File: config.mk
export PLATFORM = sky130hd
export DESIGN_NAME = pixel_window_buffer
export DESIGN_NICKNAME = d
export VERILOG_FILES = /design/src/rtl/pixel_pkg.sv /design/src/rtl/window_shift_reg.sv /design/src/rtl/pixel_window_buffer.sv
export SDC_FILE = /design/constraint.sdc
export NUM_CORES = 1
export LEC_CHECK = 0
export BUFFER_PORTS_ARGS = -buffer_cell sky130_fd_sc_hd__buf_2
export CAP_MARGIN = 0
export CORE_MARGIN = 2
export CORE_UTILIZATION = 48
export CTS_BUF_LIST = sky130_fd_sc_hd__clkbuf_8
export DETAILED_ROUTE_END_ITERATION = 10
export MAX_ROUTING_LAYER = met4
export PLACE_DENSITY_LB_ADDON = 0.15
export SYNTH_ARGS = -nofsm -noshare
export SYNTH_HDL_FRONTEND = slang
export SYNTH_SLANG_ARGS = --single-unit
File: constraint.sdc
create_clock -name clk -period 4 [get_ports clk]
set_clock_uncertainty 0.05 [all_clocks]
set_input_delay 0.6 -clock clk [delete_from_list [all_inputs] [get_ports clk]]
set_output_delay 0.6 -clock clk [all_outputs]
set_load 0.05 [all_outputs]
File: src/rtl/pixel_pkg.sv
`default_nettype none
// ----------------------------------------------------------------------------
// pixel_pkg: shared defaults, state encoding and pad-mode constants
// Rev 1.0
// ----------------------------------------------------------------------------
package pixel_pkg;

  localparam int PIX_W_DEF = 5;
  localparam int K_DEF     = 3;

  localparam logic [1:0] ST_IDLE   = 2'd0;
  localparam logic [1:0] ST_FILL   = 2'd1;
  localparam logic [1:0] ST_STREAM = 2'd2;
  localparam logic [1:0] ST_FLUSH  = 2'd3;

  localparam logic PAD_ZERO = 1'b0;
  localparam logic PAD_REPL = 1'b1;

endpackage
`default_nettype wire

File: src/rtl/window_shift_reg.sv
`default_nettype none
// ----------------------------------------------------------------------------
// window_shift_reg: K-column window shift register with border-pad preload
// Rev 1.0
// ----------------------------------------------------------------------------
module window_shift_reg
  import pixel_pkg::*;
#(
  parameter int PIX_W = PIX_W_DEF,
  parameter int K     = K_DEF
) (
  input  logic                 clk,
  input  logic                 rst_n,
  input  logic                 preload_i,
  input  logic                 shift_i,
  input  logic                 mode_i,
  input  logic [K*PIX_W-1:0]   col_i,
  output logic [K*K*PIX_W-1:0] win_o
);

  localparam int COL_W = K*PIX_W;

  logic [K*COL_W-1:0] win_q, win_d;
  logic [COL_W-1:0]   pad_col;

  // Preload fills every older slot with the pad; slots beyond HALF are shifted
  // out before the window is ever declared valid.
  always_comb begin
    pad_col = (mode_i == PAD_REPL) ? col_i : '0;
    win_d   = win_q;
    if (preload_i) begin
      for (int c = 0; c < K-1; c++) begin
        win_d[c*COL_W +: COL_W] = pad_col;
      end
      win_d[(K-1)*COL_W +: COL_W] = col_i;
    end else if (shift_i) begin
      win_d = {col_i, win_q[K*COL_W-1:COL_W]};
    end
  end

  always_ff @(posedge clk or negedge rst_n) begin
    if (!rst_n) begin
      win_q <= '0;
    end else begin
      win_q <= win_d;
    end
  end

  assign win_o = win_q;

endmodule
`default_nettype wire

File: src/rtl/pixel_window_buffer.sv
`default_nettype none
// ----------------------------------------------------------------------------
// pixel_window_buffer: column-in, KxK-window-out stage with zero/replicate padding
// Rev 1.0
// ----------------------------------------------------------------------------
module pixel_window_buffer
  import pixel_pkg::*;
#(
  parameter int PIX_W = PIX_W_DEF,
  parameter int K     = K_DEF
) (
  input  logic                 clk,
  input  logic                 reset,
  input  logic                 mode,
  input  logic                 col_valid,
  output logic                 col_ready,
  input  logic [K*PIX_W-1:0]   col_data,
  input  logic                 load_end,
  output logic                 win_valid,
  input  logic                 win_ready,
  output logic [K*K*PIX_W-1:0] win_data,
  output logic                 line_done
);

  localparam int HALF    = (K-1)/2;
  localparam int COL_W   = K*PIX_W;
  localparam int FILL_W  = $clog2(K+1);
  localparam int FLUSH_W = $clog2(HALF+1);

  localparam logic [FILL_W-1:0]  FILL_FULL  = FILL_W'(K);
  localparam logic [FILL_W-1:0]  FILL_START = FILL_W'(HALF+1);
  localparam logic [FLUSH_W-1:0] FLUSH_LAST = FLUSH_W'(HALF);

  logic [1:0]         state_q, state_d;
  logic [FILL_W-1:0]  fill_cnt_q, fill_cnt_d;
  logic [FLUSH_W-1:0] flush_cnt_q, flush_cnt_d;
  logic               mode_q, mode_d;
  logic               win_valid_q, win_valid_d;
  logic               line_done_q, line_done_d;

  logic               out_free;
  logic               col_acc;
  logic               preload;
  logic               flush_shift;
  logic               shift;
  logic [COL_W-1:0]   newest_col;
  logic [COL_W-1:0]   shift_col;

  // During flush the newest slot is the last real column or a copy of it.
  assign newest_col = win_data[(K-1)*COL_W +: COL_W];

  always_comb begin
    out_free    = !win_valid_q || win_ready;
    col_ready   = reset && (state_q != ST_FLUSH) && out_free;
    col_acc     = col_valid && col_ready;
    preload     = col_acc && (state_q == ST_IDLE);
    flush_shift = (state_q == ST_FLUSH) && (flush_cnt_q != FLUSH_LAST) && out_free;
    shift       = (col_acc && (state_q != ST_IDLE)) || flush_shift;
    shift_col   = col_data;
    if (flush_shift) begin
      shift_col = (mode_q == PAD_ZERO) ? '0 : newest_col;
    end

    state_d     = state_q;
    fill_cnt_d  = fill_cnt_q;
    flush_cnt_d = flush_cnt_q;
    mode_d      = mode_q;
    win_valid_d = win_valid_q;
    line_done_d = 1'b0;

    if (preload) begin
      fill_cnt_d = FILL_START;
    end else if (shift && (fill_cnt_q != FILL_FULL)) begin
      fill_cnt_d = fill_cnt_q + 1'b1;
    end

    if (preload || shift) begin
      win_valid_d = (fill_cnt_d == FILL_FULL);
    end else if (win_ready) begin
      win_valid_d = 1'b0;
    end

    case (state_q)
      ST_IDLE: begin
        if (preload) begin
          mode_d      = mode;
          flush_cnt_d = '0;
          state_d     = load_end ? ST_FLUSH : ST_FILL;
        end
      end
      ST_FILL: begin
        if (col_acc) begin
          if (load_end) begin
            state_d = ST_FLUSH;
          end else if (fill_cnt_d == FILL_FULL) begin
            state_d = ST_STREAM;
          end
        end
      end
      ST_STREAM: begin
        if (col_acc && load_end) begin
          state_d = ST_FLUSH;
        end
      end
      default: begin
        if (flush_shift) begin
          flush_cnt_d = flush_cnt_q + 1'b1;
        end else if ((flush_cnt_q == FLUSH_LAST) && win_valid_q && win_ready) begin
          line_done_d = 1'b1;
          fill_cnt_d  = '0;
          flush_cnt_d = '0;
          state_d     = ST_IDLE;
        end
      end
    endcase
  end

  always_ff @(posedge clk or negedge reset) begin
    if (!reset) begin
      state_q     <= ST_IDLE;
      fill_cnt_q  <= '0;
      flush_cnt_q <= '0;
      mode_q      <= PAD_ZERO;
      win_valid_q <= 1'b0;
      line_done_q <= 1'b0;
    end else begin
      state_q     <= state_d;
      fill_cnt_q  <= fill_cnt_d;
      flush_cnt_q <= flush_cnt_d;
      mode_q      <= mode_d;
      win_valid_q <= win_valid_d;
      line_done_q <= line_done_d;
    end
  end

  window_shift_reg #(
    .PIX_W (PIX_W),
    .K     (K)
  ) u_window_shift_reg (
    .clk       (clk),
    .rst_n     (reset),
    .preload_i (preload),
    .shift_i   (shift),
    .mode_i    (mode),
    .col_i     (shift_col),
    .win_o     (win_data)
  );

  assign win_valid = win_valid_q;
  assign line_done = line_done_q;

endmodule
`default_nettype wire
Word-level counts from Yosys, hierarchy flattened
Index checks and enable logic that the tools add are counted.
{"block": "totals", "register_bits": 53, "input_bits": 21, "output_inout_bits": 48, "elab_cells": 76}
{"block": "classes", "add_sub_neg": 2, "eq_ne": 11, "n_mux": 28, "bitwise_logic": 2, "reduce_logical": 26}
{"operator": "two-way mux 45 bit", "count": 2}
{"operator": "two-way mux 15 bit", "count": 3}
{"operator": "two-way mux 2 bit", "count": 13}
{"operator": "logical AND 1 bit", "count": 11}
{"operator": "inequality test 2 bit, second input constant", "count": 5}
{"operator": "two-way mux 1 bit", "count": 8}
{"operator": "equality test 2 bit, second input constant", "count": 3}
{"operator": "case mux 2 bit (3 select lines)", "count": 1}
{"operator": "AND reduction 6 bit", "count": 1}
{"operator": "nonzero test 2 bit", "count": 3}
{"operator": "inequality test 4 x 1 -> 1 bit, second input constant", "count": 1}
{"operator": "nonzero test 4 bit", "count": 1}
{"operator": "logical OR 1 bit", "count": 3}
{"operator": "inequality test 3 bit, second input constant", "count": 1}
{"operator": "AND reduction 3 bit", "count": 1}
{"operator": "nonzero test 3 bit", "count": 1}
{"operator": "OR reduction 3 bit", "count": 1}
{"operator": "adder 2 x 1 -> 2 bit, second input constant", "count": 1}
{"operator": "equality test 2 x 1 -> 1 bit, second input constant", "count": 1}
{"operator": "zero test 2 bit", "count": 1}
{"operator": "NOT 1 bit", "count": 2}
{"operator": "case mux 1 bit (2 select lines)", "count": 1}
{"operator": "AND reduction 2 bit", "count": 1}
{"operator": "OR reduction 2 bit", "count": 1}
{"operator": "2 further kinds", "count": 2}

Longest topological paths before layout
Gate-level depths: netlist (run 1).
{"block": "depth", "depth_word": 14, "depth_mapped": 7}

Hierarchy
A second synthesis (run 1) with hierarchy kept.
{"block": "hier_totals", "hier_cells": 259, "area_unflattened_um2": 2795.2}
{"module": "window_shift_reg", "instances": 1, "cells_per_inst": 147, "area_each_um2": 1978.1, "seq_area_each_um2": 1126.1}
{"module": "pixel_window_buffer", "instances": 1, "cells_per_inst": 112, "area_each_um2": 817.0, "seq_area_each_um2": 200.2}

Worst setup path after synthesis (run 1)
Ideal clock, no wire load.
{"block": "synth_path", "path_type": "reg-to-output", "start": "register win_valid_q (netlist: win_valid)", "end": "output port col_ready", "arrival_time_ns": 2.145, "required_ns": 3.350, "slack_ns": 1.205, "path_stages_with_launch": 4, "n_path_buf": 1, "path_cell_list": "dfrtp_1 -> nor2b_4 -> clkbuf_1 -> nor3b_1"}
{"block": "synth_between", "elab_chain_len": 3}
{"element": "start, declared", "line_no": "pixel_window_buffer.sv:38", "rtl": "logic win_valid_q, win_valid_d;"}
{"element": "start signal, assigned", "line_no": "pixel_window_buffer.sv:131", "rtl": "win_valid_q <= win_valid_d;"}
{"element": "zero test 1 bit", "line_no": "pixel_window_buffer.sv:53", "rtl": "out_free = !win_valid_q || win_ready;"}
{"element": "logical OR 1 bit", "line_no": "pixel_window_buffer.sv:53"}
{"element": "logical AND 1 bit", "line_no": "pixel_window_buffer.sv:54", "rtl": "col_ready = reset && (state_q != ST_FLUSH) && out_free;"}
{"element": "end, declared", "line_no": "pixel_window_buffer.sv:16", "rtl": "output logic col_ready,"}
Every way passes these cells.

Worst setup path after layout (run 1)
{"block": "layout_path", "start": "register state_q[0]", "end": "register u_window_shift_reg.win_q[13] (netlist: u_window_shift_reg.win_o[13])"}
{"block": "layout_between", "elab_chain_len": 7}
{"element": "start, declared", "line_no": "pixel_window_buffer.sv:34", "rtl": "logic [1:0] state_q, state_d;"}
{"element": "start signal, assigned", "line_no": "pixel_window_buffer.sv:127", "rtl": "state_q <= state_d;"}
{"element": "inequality test 2 bit", "line_no": "pixel_window_buffer.sv:54"}
{"element": "logical AND 1 bit (2 in a row)", "line_no": "pixel_window_buffer.sv:54"}
{"element": "logical AND 1 bit", "line_no": "pixel_window_buffer.sv:55", "rtl": "col_acc = col_valid && col_ready;"}
{"element": "logical AND 1 bit", "line_no": "pixel_window_buffer.sv:58", "rtl": "shift = (col_acc && (state_q != ST_IDLE)) || flush_shift;"}
{"element": "logical OR 1 bit", "line_no": "pixel_window_buffer.sv:58"}
{"element": "nonzero test 2 bit (no line)"}
{"element": "end signal, assigned", "line_no": "window_shift_reg.sv:45", "rtl": "win_q <= win_d;"}
{"element": "end, declared", "line_no": "window_shift_reg.sv:23", "rtl": "logic [K*COL_W-1:0] win_q, win_d;"}
Several ways; a longest one is shown, not always the timed one.
A chain may end at the register's enable or synchronous reset.

==> impl_metrics.toml, run 1 <==
[outcome]
status = "completed"

[place]
numPortBuffers = 68
post-dp-hpwl_mm = 4.75
gp_congestion = 0.875

[clocking]
cts_resized = 0
cts.path.max_buffers = 2
cts_hold_buf = 0
clkSlewWorstSetupHoldPaths_ns = 0.09
clock_latency_ns = 0.30
post_cts_buffers = 0
cts_max_level = 2
cts.sinks = 53
cts_buffers = 5
cts_root_buffer = "clkbuf_8"
cts_tree = "yes"

[timing]
slew_violations = 0
worst-slew-pin-transition_ns = 1.17
hold_viol = 0
fin_crit_ns = 2.48
setup_viol = 0
timing.fmax_mhz = 403
slew_headroom_pct = 21.6
finalCritPeriodShare_pct = 62.0
rsz0062_at_grt = "no"
tns_ns = 0

[yosys]
yosysWarnings = 0
ys_seq_elements = 53
synthTopCellsByArea = "dfrtp_1 (47%), a31oi_1 (6.9%), nand2_1 (5.1%)"
synth_common_cells = "dfrtp_1 (53), nand2_1 (38), nor2_1 (35)"
synth-edff-count = 0
synth_most_common_cell = "dfrtp_1"
synth_top_family_by_area = "compound AO/OA/AOI/OAI gates"
yosysSeqAreaShare_pct = 47.4
syn_area_per_cell_um2 = 9.61
yosysTopAreaCellShare_pct = 47.4
yosysTopAreaCell = "dfrtp_1"
muxShareOfSynthArea_pct = 0.358
yosys.area_share.simple_pct = 18.4
synth_compound_area_share_pct = 25.5
synthXorXnorAreaFrac_pct = 0.313
synth.distinct_cells = 43
synthAdderAreaFrac_pct = 2.68
synthFlopType = "dfrtp_1"
syn-num-nets = 318
async_reset_ff_share_pct = 100
syn_area_um2 = 2800
postSynthCellCount = 291

[detailed_routing]
drt_iter0_markers = 126
drc = 0
ant_nets = 0
first_pass_iters = 4
wirelength_mm = 6.86
avgViaCountPerCell = 5.71
wire_per_inst_um = 16.4
vias = 2394

[worst_setup_path]
arrival_ns = 2.65
critPathLaunchType = "flop"
rrSetupSlack_ns = 1.52
critPathTopFamily = "compound AO/OA/AOI/OAI gates"
crit_buf_inv = 1
crit_chain = "ha_1, nand2b_1, a21oi_4, buf_4, nor2_1, a31oi_1"
path_class = "flop to flop"
critical_path.endpoint_type = "flop"
crit_slowest_cell = "buf_4"
worst_path_largest_cell_delay_ns = 0.49
worstPathMaxFanout = 57
cp.required_ns = 4.17

[floorplan]
die_y_um = 80.3
ios = 69
die_w_um = 80.3
core-area_um2 = 5570
start_util_pct = 50.2
die_area_um2 = 6450
num_rows = 27

[layout]
final_layout_size_suffix_gt1_share_pct = 25.6
nFillCells = 523
n_antenna_cell = 0
final_nets = 374
area_growth_pct = 14.9

[global_routing]
grt_use_total_pct = 23.3
grt_pass1_wl_mm = 11.4
grt_start_max_net_pins = 58
antenna_found_initial = 0
grt_overflow = 0
first_global_vias = 2306

[run]
cap_viol_max_count = 0

[hold_path]
hold_path.class = "input port to async pin"
-- metrics by stage --
step	cell area, um2	worst slack, ns	instances	utilization (%)	hold slack (ns)
after floorplan	2800	1.21	291	-	0.254
after global placement	3120	1.47	412	56.0	0.476
after detailed placement	3120	1.42	412	56.0	0.486
after CTS	3210	1.52	419	57.6	0.212
after global routing	3210	1.21	419	57.6	0.221
final	3210	1.52	419	57.6	0.206
-- state kept, by name, summed over array words and instances (netlist names) --
register,flops
u_window_shift_reg.win_o,45
fill_cnt_q,2
state_q,2
flush_cnt_q,1
line_done,1
mode_q,1
win_valid,1
-- layout by cell type, fill, tap and decap left out, drive strengths merged, types with 3 or more instances in the layout --
master  instances
a211oi          3
a21o           15
a21oi           4
a22o           15
a31oi          31
buf            72
clkbuf          6
dfrtp          53
ha              6
inv             4
nand2          38
nand3           4
nand4          16
nor2           35
o21ai          20
-- path summary, 6_finish.rpt --
path / startpoint / end / cells after the start
worst max-delay path: state_q[0]$_DFFE_PN0P_ / u_window_shift_reg.win_o[13]$_DFFE_PN0P_ / 6
worst min-delay path: reset / state_q[1]$_DFFE_PN0P_ / 1
worst max register to register: state_q[0]$_DFFE_PN0P_ / u_window_shift_reg.win_o[13]$_DFFE_PN0P_ / 6
worst min register to register: u_window_shift_reg.win_o[4]$_DFFE_PN0P_ / u_window_shift_reg.win_o[4]$_DFFE_PN0P_ / 2
max in group asynchronous: reset / u_window_shift_reg.win_o[19]$_DFFE_PN0P_ / 2
min in group clk: col_data[0] / u_window_shift_reg.win_o[30]$_DFFE_PN0P_ / 2
-- kinds of logic (layout without fill, tap and decap cells) --
| logic type | after synthesis | after routing |
|---|---|---|
| xor+xnor | 1 | 1 |
| simple gates | 104 | 104 |
| fa+ha+maj | 6 | 6 |
| mux | 1 | 1 |
| compound gates | 99 | 99 |
| flops | 53 | 53 |
| buf+inv | 27 | 83 |
-- routing by layer --
layer  vias to the layer above  share of wire [%]  global-route usage, %
met1                      1135                 48                   32.7
met5                         -                  0                      -
met3                        10                5.1                   3.48
met4                         0                1.2                   6.61
met2                        73                 46                   35.6
li1                       1176                  -                      -
-- worst register-to-register path, cell delays in order (launching register included) --
cell and delay [ns]:
dfrtp_1 0.46, ha_1 0.30, nand2b_1 0.46, a21oi_4 0.38, buf_4 0.49, nor2_1 0.09
a31oi_1 0.17
-- layout make-up --
cell class | instances | area (um2) | share of cell area (%)
flip-flops and latches | 53 | 1330 | 41.3
multi-input cells | 211 | 1320 | 41.1
clock buffers | 6 | 82.6 | 2.57
clock inverters | 1 | 7.51 | 0.234
inverters | 4 | 15.0 | 0.467
repair buffers | 72 | 370 | 11.5
well taps | 72 | 90.1 | 2.80
Power of run 1 is not shown: default switching activity piles up to over one toggle a cycle in this logic, so the estimate is an artifact.
==> inputs of run 2 (changes only) <==
--- a/config.mk
+++ b/config.mk
@@ -5,6 +5,7 @@
 export SDC_FILE = /design/constraint.sdc
 export NUM_CORES = 1
 export LEC_CHECK = 0
+export ABC_AREA = 1
 export BUFFER_PORTS_ARGS = -buffer_cell sky130_fd_sc_hd__buf_2
 export CAP_MARGIN = 0
 export CORE_MARGIN = 2
==> constraint.sdc (replaced) <==
create_clock -name clk -period 2.1 [get_ports clk]
set_clock_uncertainty 0.05 [all_clocks]
set_input_delay 0.315 -clock clk [delete_from_list [all_inputs] [get_ports clk]]
set_output_delay 0.315 -clock clk [all_outputs]
set_load 0.05 [all_outputs]
==> run 2 against run 1 <==
Worst hold slack got worse by 0.12 ns. Setup slack got worse by 1.4 ns. Maximum frequency rose by 28%. Via count is 1.1% lower. Die area is 4.0% lower. Register-to-register slack got worse by 1.4 ns. Core utilization up 1.1 points. Flip-flop and latch count unchanged. Final cell count rose by 13%. First-iteration DRC count up 40%.
==> impl_metrics.toml, run 2 <==
[outcome]
status = "completed"

[layout]
n_antenna_cell = 0
final_common_cell = "buf_2"
largest_reg_flops = 45
stdcell_area_um2 = 3200
final_layout_size_suffix_gt1_share_pct = 23.8
area_growth_pct = 19.3
most-common-layout-cells = "buf_2 (68), nand2_1 (61), dfrtp_1 (52)"
final_nets = 429

[clocking]
cts.path.max_buffers = 2
cts_tree = "yes"
post_cts_buffers = 0
cts.sinks = 53
cts_max_level = 2
cts_root_buffer = "clkbuf_8"
clkSlewWorstSetupHoldPaths_ns = 0.10
cts_buffers = 5
clock_latency_ns = 0.30

[place]
postPlaceCellArea_um2 = 3080
numPortBuffers = 68
gp_congestion = 0.871
post-dp-hpwl_mm = 4.25
place_ws_ns = 0.139

[timing]
worst-slew-pin-transition_ns = 0.676
hold_viol = 0
setup_ws_ns = 0.162
slew_violations = 0
rsz0062_at_grt = "no"
finalCritPeriodShare_pct = 92.3
slew_headroom_pct = 55.0
tns_ns = 0
timing.fmax_mhz = 516
setup_viol = 0
whs_ns = 0.0875
fin_crit_ns = 1.94

[floorplan]
die_w_um = 78.7
ios = 69
num_rows = 27
die_area_um2 = 6200
core-area_um2 = 5440
start_util_pct = 49.3
die_y_um = 78.7

[yosys]
synthFlopType = "dfrtp_1"
yosysTopAreaCell = "dfrtp_1"
synthTopCellsByArea = "dfrtp_1 (49%), nand2_1 (8.5%), o21ai_0 (6.7%)"
synth_most_common_cell = "nand2_1"
synth_common_cells = "nand2_1 (61), dfrtp_1 (53), inv_1 (44)"
postSynthCellCount = 341
yosysTopAreaCellShare_pct = 49.5
synth.distinct_cells = 21
synth-edff-count = 0
syn-num-nets = 368
ys_seq_elements = 53
async_reset_ff_share_pct = 100
yosysSeqAreaShare_pct = 49.5
syn_area_per_cell_um2 = 7.86
yosysWarnings = 0
syn_area_um2 = 2680

[global_routing]
antenna_found_initial = 0
grt_start_max_net_pins = 91
grt_pass1_wl_mm = 10.3
grt_overflow = 0
grt_use_total_pct = 21.2
first_global_vias = 2204

[detailed_routing]
vias = 2367
wire_per_inst_um = 12.7
first_pass_iters = 4
drt_iter0_markers = 176
ant_nets = 0
wirelength_mm = 6.02
drc = 0
avgViaCountPerCell = 4.98

[worst_setup_path]
path_class = "flop to flop"
timing.rr.start = "state_q[0]$_DFFE_PN0P_"
arrival_ns = 2.12
critPathLaunchType = "flop"
cp.required_ns = 2.28
cp-startpoint = "state_q[0]$_DFFE_PN0P_"
critical_path.endpoint_type = "flop"
worstPathMaxFanout = 18

[hold_path]
hold_path.class = "input port to async pin"

[run]
cap_viol_max_count = 0
[run 2: changes by cell type after synthesis, moves of 17 or more]
cell	previous run	this run
a21oi_1	3	35
a31oi_1	31	0
inv_1	4	44
nand2_1	38	61
nand3_1	4	24
o21ai_0	19	36
o21ai_1	1	28
[run 2: logic make-up after synthesis]
kind of cell	Yosys count	share of synthesized area, %
simple gates	114	18.3
flops	53	49.5
fa+ha+maj	6	2.80
compound gates	101	19.1
buf+inv	67	10.4
[run 2: routing by layer]
metal | share of wire [%] | global-route usage [%]
met5 | 0 | -
met4 | 0.93 | 5.44
met3 | 4.5 | 4.09
met2 | 46 | 32.4
met1 | 49 | 29.4
[run 2: layout make-up]
type / instances / area, um2
tap: 72 / 90.1
timing repair buffer: 73 / 403
clock buffer: 5 / 68.8
clock inverter: 3 / 18.8
fill: 520 / 2240
multi-input combinational: 221 / 1110
sequential: 53 / 1330
inverter: 48 / 183
[run 2: final timing paths]
kind / to / slack [ns] / cells after the start
worst max-delay path: u_window_shift_reg.win_o[29]$_DFFE_PN0P_ / 0.16 / 8
worst min-delay path: state_q[0]$_DFFE_PN0P_ / 0.09 / 2
worst max register to register: u_window_shift_reg.win_o[29]$_DFFE_PN0P_ / 0.16 / 8
worst min register to register: u_window_shift_reg.win_o[3]$_DFFE_PN0P_ / 0.44 / 2
max in group asynchronous: state_q[1]$_DFFE_PN0P_ / 1.45 / 2
min in group clk: win_valid$_DFFE_PN0P_ / 0.29 / 4
[run 2: metrics by stage]
stage | std cells | utilization (%)
2_1_floorplan | 341 | -
3_3_place_gp | 467 | 56.6
3_5_place_dp | 467 | 56.6
4_1_cts | 475 | 58.2
5_1_grt | 475 | 58.8
6_report | 475 | 58.8
[run 2: worst max-delay path, cell delays in order, from the launching register on]
cell     delay, ns
dfrtp_1       0.46
inv_1         0.11
ha_1          0.38
nand2_4       0.22
inv_2         0.12
nand2_4       0.13
nor2_1        0.20
a21oi_1       0.06
o21ai_1       0.13
[run 2: timing repair]
item                       4_1_cts  5_1_grt
gates resized for setup          0        7
hold buffers                     0        0
setup endpoints to repair        0       20
Power of run 2 is left out for the same reason.
